`src/rtl/lab1_imul_pkg.sv`:
```
// Shared types and helpers for the variable-latency iterative multiplier.
// Operation encoding follows the RISC-V M-extension multiply family.
package lab1_imul_pkg;

  typedef enum logic [1:0] {
    OP_MUL    = 2'd0,
    OP_MULH   = 2'd1,
    OP_MULHSU = 2'd2,
    OP_MULHU  = 2'd3
  } op_e;

  typedef enum logic [1:0] {
    IDLE = 2'd0,
    CALC = 2'd1,
    DONE = 2'd2
  } state_e;

  function automatic logic op_signed_a(input op_e op);
    return (op == OP_MULH) || (op == OP_MULHSU);
  endfunction

  function automatic logic op_signed_b(input op_e op);
    return (op == OP_MULH);
  endfunction

endpackage

```
`src/rtl/lab1_imul_ctz.sv`:
```
// Combinational trailing-zero counter; the count saturates to NBITS when b is zero.
module lab1_imul_ctz #(
  parameter int NBITS = 32
) (
  input  logic [NBITS-1:0]               b,
  output logic                           is_zero,
  output logic [$clog2(NBITS+1)-1:0]     count
);

  localparam int CW = $clog2(NBITS + 1);

  logic [CW-1:0] count_s;

  // Scan from the MSB down so the lowest set bit wins.
  always_comb begin
    count_s = CW'(NBITS);
    for (int i = NBITS - 1; i >= 0; i--) begin
      count_s = b[i] ? CW'(i) : count_s;
    end
  end

  assign is_zero = (b == {NBITS{1'b0}});
  assign count   = count_s;

endmodule

```
`src/rtl/vc_SimpleAdder.sv`:
```
// Plain modular adder used for the multiplier accumulate.
module vc_SimpleAdder #(
  parameter int p_nbits = 1
) (
  input  logic [p_nbits-1:0] in0,
  input  logic [p_nbits-1:0] in1,
  output logic [p_nbits-1:0] out
);

  assign out = in0 + in1;

endmodule

```
`src/rtl/lab1_imul_int_mul_var.sv`:
```
// Variable-latency zero-skipping multiplier supporting MUL/MULH/MULHSU/MULHU
// behind val/rdy request and response streams.
module lab1_imul_int_mul_var
  import lab1_imul_pkg::*;
#(
  parameter int NBITS    = 32,
  parameter int MAX_SKIP = 32
) (
  input  logic                 clk,
  input  logic                 reset,
  input  logic                 istream_val,
  output logic                 istream_rdy,
  input  logic [2*NBITS+1:0]   istream_msg,
  output logic                 ostream_val,
  input  logic                 ostream_rdy,
  output logic [NBITS-1:0]     ostream_msg
);

  localparam int W2 = 2 * NBITS;
  localparam int CW = $clog2(NBITS + 1);
  localparam logic [CW:0] MAX_SKIP_C = (CW + 1)'(MAX_SKIP);

  state_e             state_r, state_n;
  op_e                op_r;
  logic               neg_r;
  logic [W2-1:0]      a_r;
  logic [NBITS-1:0]   b_r;
  logic [W2-1:0]      acc_r;
  logic [NBITS-1:0]   msg_r;
  logic               oval_r;
  logic               irdy_r;

  logic [1:0]         in_op_s;
  logic [NBITS-1:0]   in_a_s, in_b_s;
  logic               sa_s, sb_s;
  logic [NBITS-1:0]   a_mag_s, b_mag_s;
  logic               accept_s;

  logic               b_zero_s, a_zero_s, done_s, take_s;
  logic [CW-1:0]      tz_s;
  logic [CW:0]        sh_s;
  logic [W2-1:0]      addend_s, sum_s, fix_s;
  logic [NBITS-1:0]   res_s;

  assign {in_op_s, in_a_s, in_b_s} = istream_msg;
  assign sa_s     = op_signed_a(op_e'(in_op_s));
  assign sb_s     = op_signed_b(op_e'(in_op_s));
  // The most-negative value negates to itself, which reads back as 2^(NBITS-1) unsigned.
  assign a_mag_s  = (sa_s && in_a_s[NBITS-1]) ? -in_a_s : in_a_s;
  assign b_mag_s  = (sb_s && in_b_s[NBITS-1]) ? -in_b_s : in_b_s;
  assign accept_s = istream_val && irdy_r;

  lab1_imul_ctz #(.NBITS(NBITS)) u_ctz (
    .b       (b_r),
    .is_zero (b_zero_s),
    .count   (tz_s)
  );

  assign a_zero_s = (a_r == {W2{1'b0}});
  assign done_s   = b_zero_s || a_zero_s;
  assign take_s   = ({1'b0, tz_s} < MAX_SKIP_C);
  assign sh_s     = take_s ? ({1'b0, tz_s} + (CW + 1)'(1)) : MAX_SKIP_C;
  assign addend_s = take_s ? (a_r << tz_s) : {W2{1'b0}};

  vc_SimpleAdder #(.p_nbits(W2)) u_add (
    .in0 (acc_r),
    .in1 (addend_s),
    .out (sum_s)
  );

  assign fix_s = neg_r ? -acc_r : acc_r;
  assign res_s = (op_r == OP_MUL) ? fix_s[NBITS-1:0] : fix_s[W2-1:NBITS];

  // State register.
  always_ff @(posedge clk or negedge reset) begin
    if (!reset) begin
      state_r <= IDLE;
    end else begin
      state_r <= state_n;
    end
  end

  // Next-state logic; unused encodings fall back to IDLE.
  always_comb begin
    state_n = IDLE;
    case (state_r)
      IDLE:    if (accept_s)    state_n = CALC; else state_n = IDLE;
      CALC:    if (done_s)      state_n = DONE; else state_n = CALC;
      DONE:    if (ostream_rdy) state_n = IDLE; else state_n = DONE;
      default: state_n = IDLE;
    endcase
  end

  // Datapath registers and registered handshake outputs.
  always_ff @(posedge clk or negedge reset) begin
    if (!reset) begin
      op_r   <= OP_MUL;
      neg_r  <= 1'b0;
      a_r    <= {W2{1'b0}};
      b_r    <= {NBITS{1'b0}};
      acc_r  <= {W2{1'b0}};
      msg_r  <= {NBITS{1'b0}};
      oval_r <= 1'b0;
      irdy_r <= 1'b0;
    end else begin
      oval_r <= (state_n == DONE);
      irdy_r <= (state_n == IDLE);
      case (state_r)
        IDLE: begin
          if (accept_s) begin
            op_r  <= op_e'(in_op_s);
            neg_r <= (sa_s && in_a_s[NBITS-1]) ^ (sb_s && in_b_s[NBITS-1]);
            a_r   <= {{NBITS{1'b0}}, a_mag_s};
            b_r   <= b_mag_s;
            acc_r <= {W2{1'b0}};
          end
        end
        CALC: begin
          if (done_s) begin
            msg_r <= res_s;
          end else begin
            acc_r <= sum_s;
            a_r   <= a_r << sh_s;
            b_r   <= b_r >> sh_s;
          end
        end
        default: begin
          msg_r <= msg_r;
        end
      endcase
    end
  end

  assign istream_rdy = irdy_r;
  assign ostream_val = oval_r;
  assign ostream_msg = msg_r;

endmodule
```
`config.mk`:
```
export PLATFORM = sky130hd
export DESIGN_NAME = lab1_imul_int_mul_var
export DESIGN_NICKNAME = d
export VERILOG_FILES = /design/src/rtl/lab1_imul_pkg.sv /design/src/rtl/lab1_imul_ctz.sv /design/src/rtl/vc_SimpleAdder.sv /design/src/rtl/lab1_imul_int_mul_var.sv
export SDC_FILE = /design/constraint.sdc
export NUM_CORES = 1
export LEC_CHECK = 0
export ABC_AREA = 1
export CAP_MARGIN = 20
export CORE_MARGIN = 2
export CORE_UTILIZATION = 35
export CTS_CLUSTER_SIZE = 12
export DETAILED_ROUTE_END_ITERATION = 10
export GPL_TIMING_DRIVEN = 1
export MAX_ROUTING_LAYER = met4
export SYNTH_ARGS = -nofsm -noshare
export SYNTH_HDL_FRONTEND = slang
export SYNTH_SLANG_ARGS = --single-unit
```
`constraint.sdc`:
```
create_clock -name clk -period 15.95 [get_ports clk]
set_clock_uncertainty 0.2 [all_clocks]
set_input_delay 2.3925 -clock clk [delete_from_list [all_inputs] [get_ports clk]]
set_output_delay 2.3925 -clock clk [all_outputs]
set_load 0.02 [all_outputs]
```
Word level (Yosys, flattened, before mapping)
Cells that the tools add are included.

word-level totals
  bits of input ports = 70
  bits in registers = 199
  logic and storage cells = 91

cells by class
  bitwise logic cells = 1
  eq/ne operators = 7
  mux-type cells = 51
  magnitude comparators = 1
  shift operators = 3
  $add $sub $neg = 5
  reduce and logical (&&, ||, !) cells = 14

operators with widths
  kind                                           count
  two-way mux 64 bit                             6
  one-hot mux 64 bit (2 select lines)            2
  two-way mux 6 bit                              32
  two-way mux 32 bit                             5
  adder 64 bit                                   1
  logical NOT 64 bit                             1
  negation 32 bit                                2
  negation 64 bit                                1
  one-hot mux 32 bit (2 select lines)            1
  left shift 64 x 6 -> 64 bit                    1
  left shift 64 x 7 -> 64 bit                    1
  logical NOT 32 bit                             1
  >> shifter 32 x 7 -> 32 bit                    1
  adder 6 x 1 -> 7 bit, second input constant    1
  two-way mux 7 bit                              1
  == test 2 bit, second input constant           3
  logical NOT 2 bit                              3
  < comparator 6 bit, second input constant      1
  one-hot mux 2 bit (3 select lines)             1
  == test 2 x 1 -> 1 bit, second input constant  2
  two-way mux 2 bit                              2
  != test 2 bit, second input constant           2
  AND reduction 2 bit                            2
  logical AND 1 bit                              3
  other kinds (5)                                6

Depth between registers and ports, before layout
Gate-level depths: netlist of the first run.

  word-level depth = 37
  gate-level depth with buffers = 71
  mapped depth without buffers = 70

Modules after synthesis
From an unflattened synthesis of the first run, not the netlist that was laid out.

second synthesis, totals
  cells, all modules = 5369
  area total of the unflattened synthesis = 28399.7 um^2

modules (own cells, without submodules)
  module                 times used  area an instance (um^2)  cells an instance
  lab1_imul_int_mul_var  1           21978.6                  3974
  vc_SimpleAdder         1           5939.4                   1285
  lab1_imul_ctz          1           481.7                    110

Least setup slack after synthesis of the first run
No wires, ideal clock.

  path kind = reg-to-reg
  from = register b_r[29]
  to = register acc_r[58]
  required time = 15619 ps
  cell stages (with the launch flop) = 67
  buffers on the path = 1
  slack = 10150 ps
  data arrival time = 5470 ps
  cell sequence = dfrtp_1 > inv_2 > nand2_1 > nand2_1 > nand2_1 > nand2_1 > nand2_1 > nand2_1 > nand2_1 > nand2_1 > nand2_1 > nand2_1 > nand2_1 > nand2_1 > nand2_1 > nand2_1 > nand2_1 > nand2_1 > (+31 left out) > a21oi_1 > inv_1 > a21o_1 > nand2_1 > nand2_1 > nand2_1 > nand2_1 > nand2_1 > nand2_1 > a21oi_1 > inv_1 > a21boi_0 > inv_1 > nand2_1 > nor3_1 > nor2_1 > o21ai_0 > o22ai_1

between the ends
  word-level cells in the longest chain between the ends = 35
  elaborated cells between the ends (all ways) = 40
  classes of those cells = add/sub (1); order compare (1); eq/ne (1); shift (1); mux (33); reduce/logical (3)

RTL lines
  what                                                                      RTL line                                                  source
  from (decl)                                                               lab1_imul_int_mul_var.sv:27                               logic [NBITS-1:0] b_r;
  from (signal assigned)                                                    lab1_imul_int_mul_var.sv:100                              b_r <= {NBITS{1'b0}};
  from (signal assigned)                                                    lab1_imul_int_mul_var.sv:114                              b_r <= b_mag_s;
  from (signal assigned)                                                    lab1_imul_int_mul_var.sv:124                              b_r <= b_r >> sh_s;
  two-way mux 6 bit (30 in a row)                                           lab1_imul_ctz.sv:18                                       count_s = b[i] ? CW'(i) : count_s;
  left shift 64 x 6 -> 64 bit / < comparator 6 bit (equally long branches)  lab1_imul_int_mul_var.sv:63, lab1_imul_int_mul_var.sv:61
  two-way mux 64 bit                                                        lab1_imul_int_mul_var.sv:63                               assign addend_s = take_s ? (a_r << tz_s) : {W2{1'b0}};
  adder 64 bit                                                              vc_SimpleAdder.sv:10                                      assign out = in0 + in1;
  two-way mux 64 bit                                                        lab1_imul_int_mul_var.sv:119                              if (done_s) begin
  one-hot mux 64 bit (2 select lines)                                       lab1_imul_int_mul_var.sv:108                              case (state_r)
  to (signal assigned)                                                      lab1_imul_int_mul_var.sv:101                              acc_r <= {W2{1'b0}};
  to (signal assigned)                                                      lab1_imul_int_mul_var.sv:115                              acc_r <= {W2{1'b0}};
  to (signal assigned)                                                      lab1_imul_int_mul_var.sv:122                              acc_r <= sum_s;
  to (decl)                                                                 lab1_imul_int_mul_var.sv:28                               logic [W2-1:0] acc_r;

Parallel ways exist; a longest one is shown, timed or not. The select of a mux whose other input is x is not followed.
A chain may end at the register's enable or synchronous reset.

Worst setup path after layout of the first run
  from = register b_r[31]
  to = register acc_r[58]

between the ends
  word-level cells in the longest chain between the ends = 37
  elaborated cells between the ends (all ways) = 42
  classes of those cells = add/sub (1); order compare (1); eq/ne (1); shift (1); mux (35); reduce/logical (3)

RTL lines
  what                                                                      RTL line
  two-way mux 6 bit (32 in a row)                                           lab1_imul_ctz.sv:18
  left shift 64 x 6 -> 64 bit / < comparator 6 bit (equally long branches)  lab1_imul_int_mul_var.sv:63, lab1_imul_int_mul_var.sv:61
  two-way mux 64 bit                                                        lab1_imul_int_mul_var.sv:63
  adder 64 bit                                                              vc_SimpleAdder.sv:10
  two-way mux 64 bit                                                        lab1_imul_int_mul_var.sv:119
  one-hot mux 64 bit (2 select lines)                                       lab1_imul_int_mul_var.sv:108

Parallel ways exist; a longest one is shown, timed or not. The select of a mux whose other input is x is not followed.

==> reports/metrics.yaml, run 1 <==
die:
  row_count: 96
  fp.dieW_um: 266.5
  ios: 104
  start_util_pct: 35.23
  die_y_um: 266.5
  core-area_um2: 68470
  dieArea_um2: 71030
sta:
  setup_viol: 0
  drv_slew: 0
  rsz0062_at_grt: "no"
  period_share_pct: 51.84
  fmax_mhz: 120.9
  fin_ws_ns: 7.681
  period_minus_slack_ns: 8.269
  timing.slew.headroom_pct: 26.97
  worstMarginPinSlew_ns: 1.081
  setup_tns_ns: 0
  finalHoldViolCount: 0
yosys:
  synth-main-ff-cell: "dfrtp_1"
  synthTopCellsByCount: "nand2_1 (1136), nand3_1 (762), nor2_1 (403)"
  ys_seq_area_share_pct: 20.65
  ys_seq_elements: 199
  ys.warnings.count: 0
  synthCells: 4229
  yosys.area.top_type_share_pct: 20.65
  synth_edf_count: 0
  synth.most_common_cell: "nand2_1"
  synth_top_cells_by_area: "dfrtp_1 (21%), nand2_1 (18%), nand3_1 (16%)"
  ys_async_sr_fraction_pct: 100.0
  syn_nets: 4368
  ys_types: 56
  avgSynthCellArea_um2: 5.703
  synth.largest_area_cell: "dfrtp_1"
  syn-cell-area_um2: 24120
detailed_routing:
  detail-route-antenna-nets: 0
  wire_per_inst_um: 19.76
  routed_wl_mm: 99.79
  vias: 29010
  drtIter0Drc: 3157
  vias_per_cell: 5.745
  drc: 0
  drt_first_pass_iters: 6
worst_setup_path:
  cp.required_ns: 16.15
  worstSetupEndpointType: "register"
  worst_ep_arrival_time_ns: 8.47
  path_class: "reg -> reg"
  crit_fanout: 127
  cpMaxStageDelayCell: "buf_4"
  cpMostUsedCell: "nand2_1"
  rrSetupSlack_ns: 7.68
  cpPeakStageDelay_ns: 0.71
  worstSetupStartpointType: "register"
clock_tree:
  htreeDepth: 4
  clock-root-buffer: "clkbuf_16"
  cts_hold_buffers: 0
  cts_tree: "built"
  cts_resized: 0
  cts_buffers: 17
  clockBufferDepth: 2
  clock_latency_ns: 0.54
  path_clk_slew_ns: 0.10
  cts_setup_buffers: 0
  clock-sinks: 199
cells_and_area:
  fillCellCount: 7730
  multi_input_area_um2: 16830
  antennaDiodeCount: 0
  design_area_um2: 26240
  layout-drive-gt1-share_pct: 3.143
  regArea_um2: 4980
  syn2layout_area_growth_pct: 8.777
  layout.nets: 4294
global_route:
  grt_use_total_pct: 28.58
  grt_max_degree: 128
  grt-ovfl-total: 0
  antenna_found_initial: 0
  grt_pass1_vias: 26910
  grt_pass1_wl_mm: 153.8
run_status:
  status: "completed"
place:
  gp_congestion: 0.9902
  pre_cts_ws_ns: 7.835
  hpwlAfterDp_mm: 76.03
  place_area_um2: 25560
  portBuffers: 103
flow_run:
  cap_violations: 0
hold_path:
  worst_hold_path_type: "reg -> reg"
==> worst max-delay path, delay by kind of cell (launching register included) <==
| kind | cells | cell delay, ns |
|---|---|---|
| AOI/OAI and AO/OA | 11 | 1.61 |
| adders and majority gates | 2 | 0.56 |
| buffers and inverters | 8 | 1.57 |
| DFF | 1 | 0.45 |
| and+or+nand+nor | 45 | 3.65 |
==> metal layers <==
layer / vias to the layer above / routed length [um] / global-route usage [%]
met2: 1168 / 46560 / 46.07
met3: 210 / 6107 / 3.460
met5: - / 0 / -
li1: 14160 / - / -
met4: 0 / 4687 / 13.26
met1: 13480 / 42430 / 35.71
==> worst paths after layout <==
kind                            start         endpoint  depth (start not counted)
setup / recovery              b_r[31]        acc_r[58]                         66
hold / removal             state_r[0]      ostream_val                          1
setup reg to reg              b_r[31]        acc_r[58]                         66
hold reg to reg            state_r[0]      ostream_val                          1
max in group asynchronous       reset          a_r[62]                          2
min in group asynchronous       reset  ostream_msg[14]                          1
==> final cells by class <==
cell class	count	area share, %
clock buffer	17	1.621
timing repair buffer	142	5.212
sequential	199	18.98
multi-input combinational	3439	64.14
clock inverter	15	0.7344
inverter	356	5.108
tap	882	4.206
==> stage by stage <==
stage	hold WS, ns	util, %	instances
6_report	0.2903	38.32	5050
2_1_floorplan	0.2509	-	4229
4_1_cts	0.2939	38.23	5047
3_5_place_dp	0.2714	37.33	5015
5_1_grt	0.3144	38.32	5050
3_3_place_gp	0.2656	37.33	5015
==> cell usage in the layout (no fill, tap or decap), types with 68 or more instances in the layout <==
master / synthesis / final
nand2_1: 1136 / 1133
nand3_1: 762 / 761
nor2_1: 403 / 398
inv_1: 337 / 337
o21ai_0: 256 / 256
a21oi_1: 237 / 236
dfrtp_1: 199 / 199
o21ai_1: 113 / 112
clkdlybuf4s50_1: 0 / 102
ha_1: 68 / 68
==> kinds of logic after synthesis <==
group / after synthesis / share of synthesized area, %
compound gates: 810 / 18.51
mux: 21 / 0.8767
fa+ha+maj: 69 / 3.611
xor+xnor: 55 / 1.997
simple gates: 2484 / 44.47
buf+inv: 591 / 9.893
flops: 199 / 20.65
==> sequential cells by signal, indices dropped and copies added (netlist names) <==
register / cells
ostream_val: 1
state_r: 2
a_r: 64
acc_r: 64
b_r: 32
ostream_msg: 32
istream_rdy: 1
op_r: 2
neg_r: 1
Power of run 1 is left out: the tool's default activity adds up to more than one toggle a clock period on the data nets, which glitch-free logic cannot reach.
==> run 2: changes to the inputs <==
- clock period: 15.95 -> 7.88 ns (I/O delays scaled with it)
==> reports/metrics.yaml, run 2 (synthesis results as in run 1) <==
run_status:
  status: "completed"  # unchanged
detailed_routing:
  vias_per_cell: 5.784  # was 5.745
  detail-route-antenna-nets: 0  # unchanged
  met3_length_mm: 6.831  # was 6.107 mm
  vias: 29260  # was 29010
  drt_first_pass_iters: 7  # was 6
  met2_length_mm: 46.49  # was 46.56 mm
  top_layer: "met4"  # unchanged
  drc: 0  # unchanged
  wire_per_inst_um: 19.85  # was 19.76 um
  routed_wl_mm: 100.4  # was 99.79 mm
  drtIter0Drc: 3270  # was 3157
  m1WireLength_mm: 42.57  # was 42.43 mm
worst_setup_path:
  worstSetupEndpointType: "register"  # unchanged
  crit_fanout: 29  # was 127
  worst_ep_arrival_time_ns: 7.07  # was 8.47 ns
  r2r-start: "b_r[30]"  # was b_r[31]
  cpMostUsedCell: "nand2_1"  # unchanged
  r2r_cells: 63  # was 66
  rrSetupSlack_ns: 1.0  # was 7.68 ns
  path_class: "reg -> reg"  # unchanged
  cp.required_ns: 8.06  # was 16.15 ns
  r2r-end: "acc_r[48]"  # was acc_r[58]
  cpPeakStageDelay_ns: 0.41  # was 0.71 ns
  worstSetupStartpointType: "register"  # unchanged
  cpMaxStageDelayCell: "dfrtp_1"  # was buf_4
place:
  portBuffers: 103  # unchanged
  place_inst: 5023  # was 5015
  hpwlAfterDp_mm: 76.48  # was 76.03 mm
  gp_congestion: 0.9862  # was 0.9902
  place_area_um2: 25640  # was 25560 um2
cells_and_area:
  syn2layout_area_growth_pct: 9.239  # was 8.777%
  instances_no_fill: 5059  # was 5050
  design_area_um2: 26350  # was 26240 um2
  layout-drive-gt1-share_pct: 3.352  # was 3.143%
  layout_common_cells: "nand2_1 (1133), nand3_1 (761), nor2_1 (398)"  # unchanged
  largestRegisters: "a_r x64, acc_r x64"  # unchanged
  final_common_cell: "nand2_1"  # unchanged
  layout.nets: 4302  # was 4294
global_route:
  antenna_found_initial: 1  # was 0
  grt-ovfl-total: 0  # unchanged
  grt_use_total_pct: 28.83  # was 28.58%
  grt_pass1_wl_mm: 155.5  # was 153.8 mm
  grt_max_degree: 152  # was 128
  grt_pass1_vias: 26820  # was 26910
clock_tree:
  cts_hold_buffers: 0  # unchanged
  cts_tree: "built"  # unchanged
  clock_latency_ns: 0.54  # about the same
  clockBufferDepth: 2  # unchanged
  clock-root-buffer: "clkbuf_16"  # unchanged
  htreeDepth: 4  # unchanged
  cts_buffers: 17  # unchanged
  cts_resized: 0  # unchanged
  cts_setup_buffers: 0  # unchanged
  path_clk_slew_ns: 0.09  # was 0.10 ns
  clock-sinks: 199  # unchanged
sta:
  timing.slew.headroom_pct: 27.67  # was 26.97%
  period_minus_slack_ns: 6.884  # was 8.269 ns
  worstMarginPinSlew_ns: 1.085  # was 1.081 ns
  drv_slew: 0  # unchanged
  setup_tns_ns: 0  # unchanged
  rsz0062_at_grt: "no"  # unchanged
  period_share_pct: 87.36  # was 51.84%
  fmax_mhz: 145.3  # was 120.9 MHz
  setup_viol: 0  # unchanged
  finalHoldViolCount: 0  # unchanged
die:
  die_y_um: 266.5  # unchanged
  core-area_um2: 68470  # unchanged
  fp.dieW_um: 266.5  # unchanged
  row_count: 96  # unchanged
  dieArea_um2: 71030  # unchanged
  start_util_pct: 35.23  # unchanged
  ios: 104  # unchanged
hold_path:
  holdPathEnd: "ostream_val"  # unchanged
  hold_start: "state_r[0]"  # unchanged
  hold-path-cell-count: 1  # unchanged
  worst_hold_path_type: "reg -> reg"  # unchanged
flow_run:
  cap_violations: 0  # unchanged
## run 2: cell count changes in the layout (fill, tap and decap cells not counted), sizes merged
cell    before   now
nand2     1143  1144
inv        359   358
diode        0     1
bufinv       0     1
buf         39    46
## run 2: worst max path at each step
stage,slack [ns],endpoint,startpoint,cells past startpoint
floorplan,2.08,acc_r[58],b_r[29],66
global placement,1.14,acc_r[58],b_r[31],65
detailed placement,1.02,acc_r[58],b_r[30],64
CTS,0.98,acc_r[58],b_r[30],64
global route,0.006,acc_r[48],b_r[31],62
finish,1.0,acc_r[48],b_r[30],63
## run 2: cell type report
cell class                 instances  area, um2
timing repair buffer             149       1435
tap                              882       1104
inverter                         356       1340
sequential                       199       4980
multi-input combinational       3440      16840
fill                            7689      42120
clock inverter                    15      219.0
antenna                            1      2.502
clock buffer                      17      425.4
## run 2: through the flow
step	hold WS (ns)	util, %	worst slack (ns)
after floorplan	0.2509	-	2.080
after global placement	0.2637	37.44	1.144
after detailed placement	0.2660	37.45	1.016
after CTS	0.2880	38.39	0.9829
after global routing	0.2998	38.48	0.006481
final	0.2876	38.48	0.9964
## run 2: per-layer routing
metal	vias up	global-route usage [%]
li1	14180	-
met1	13610	36.41
met2	1237	46.30
met3	234	3.764
met4	0	12.18
met5	-	-
## run 2: worst max-delay path, delay by kind of cell, from the launching register on
kind                     cells  cell delay, ns
flip-flops                   1            0.41
AO/OA/AOI/OAI               14            2.23
AND/OR/NAND/NOR             42            3.09
buffers and inverters        6            0.44
adder cells (fa/ha/maj)      1            0.30
Power of run 2 is left out for the same reason.
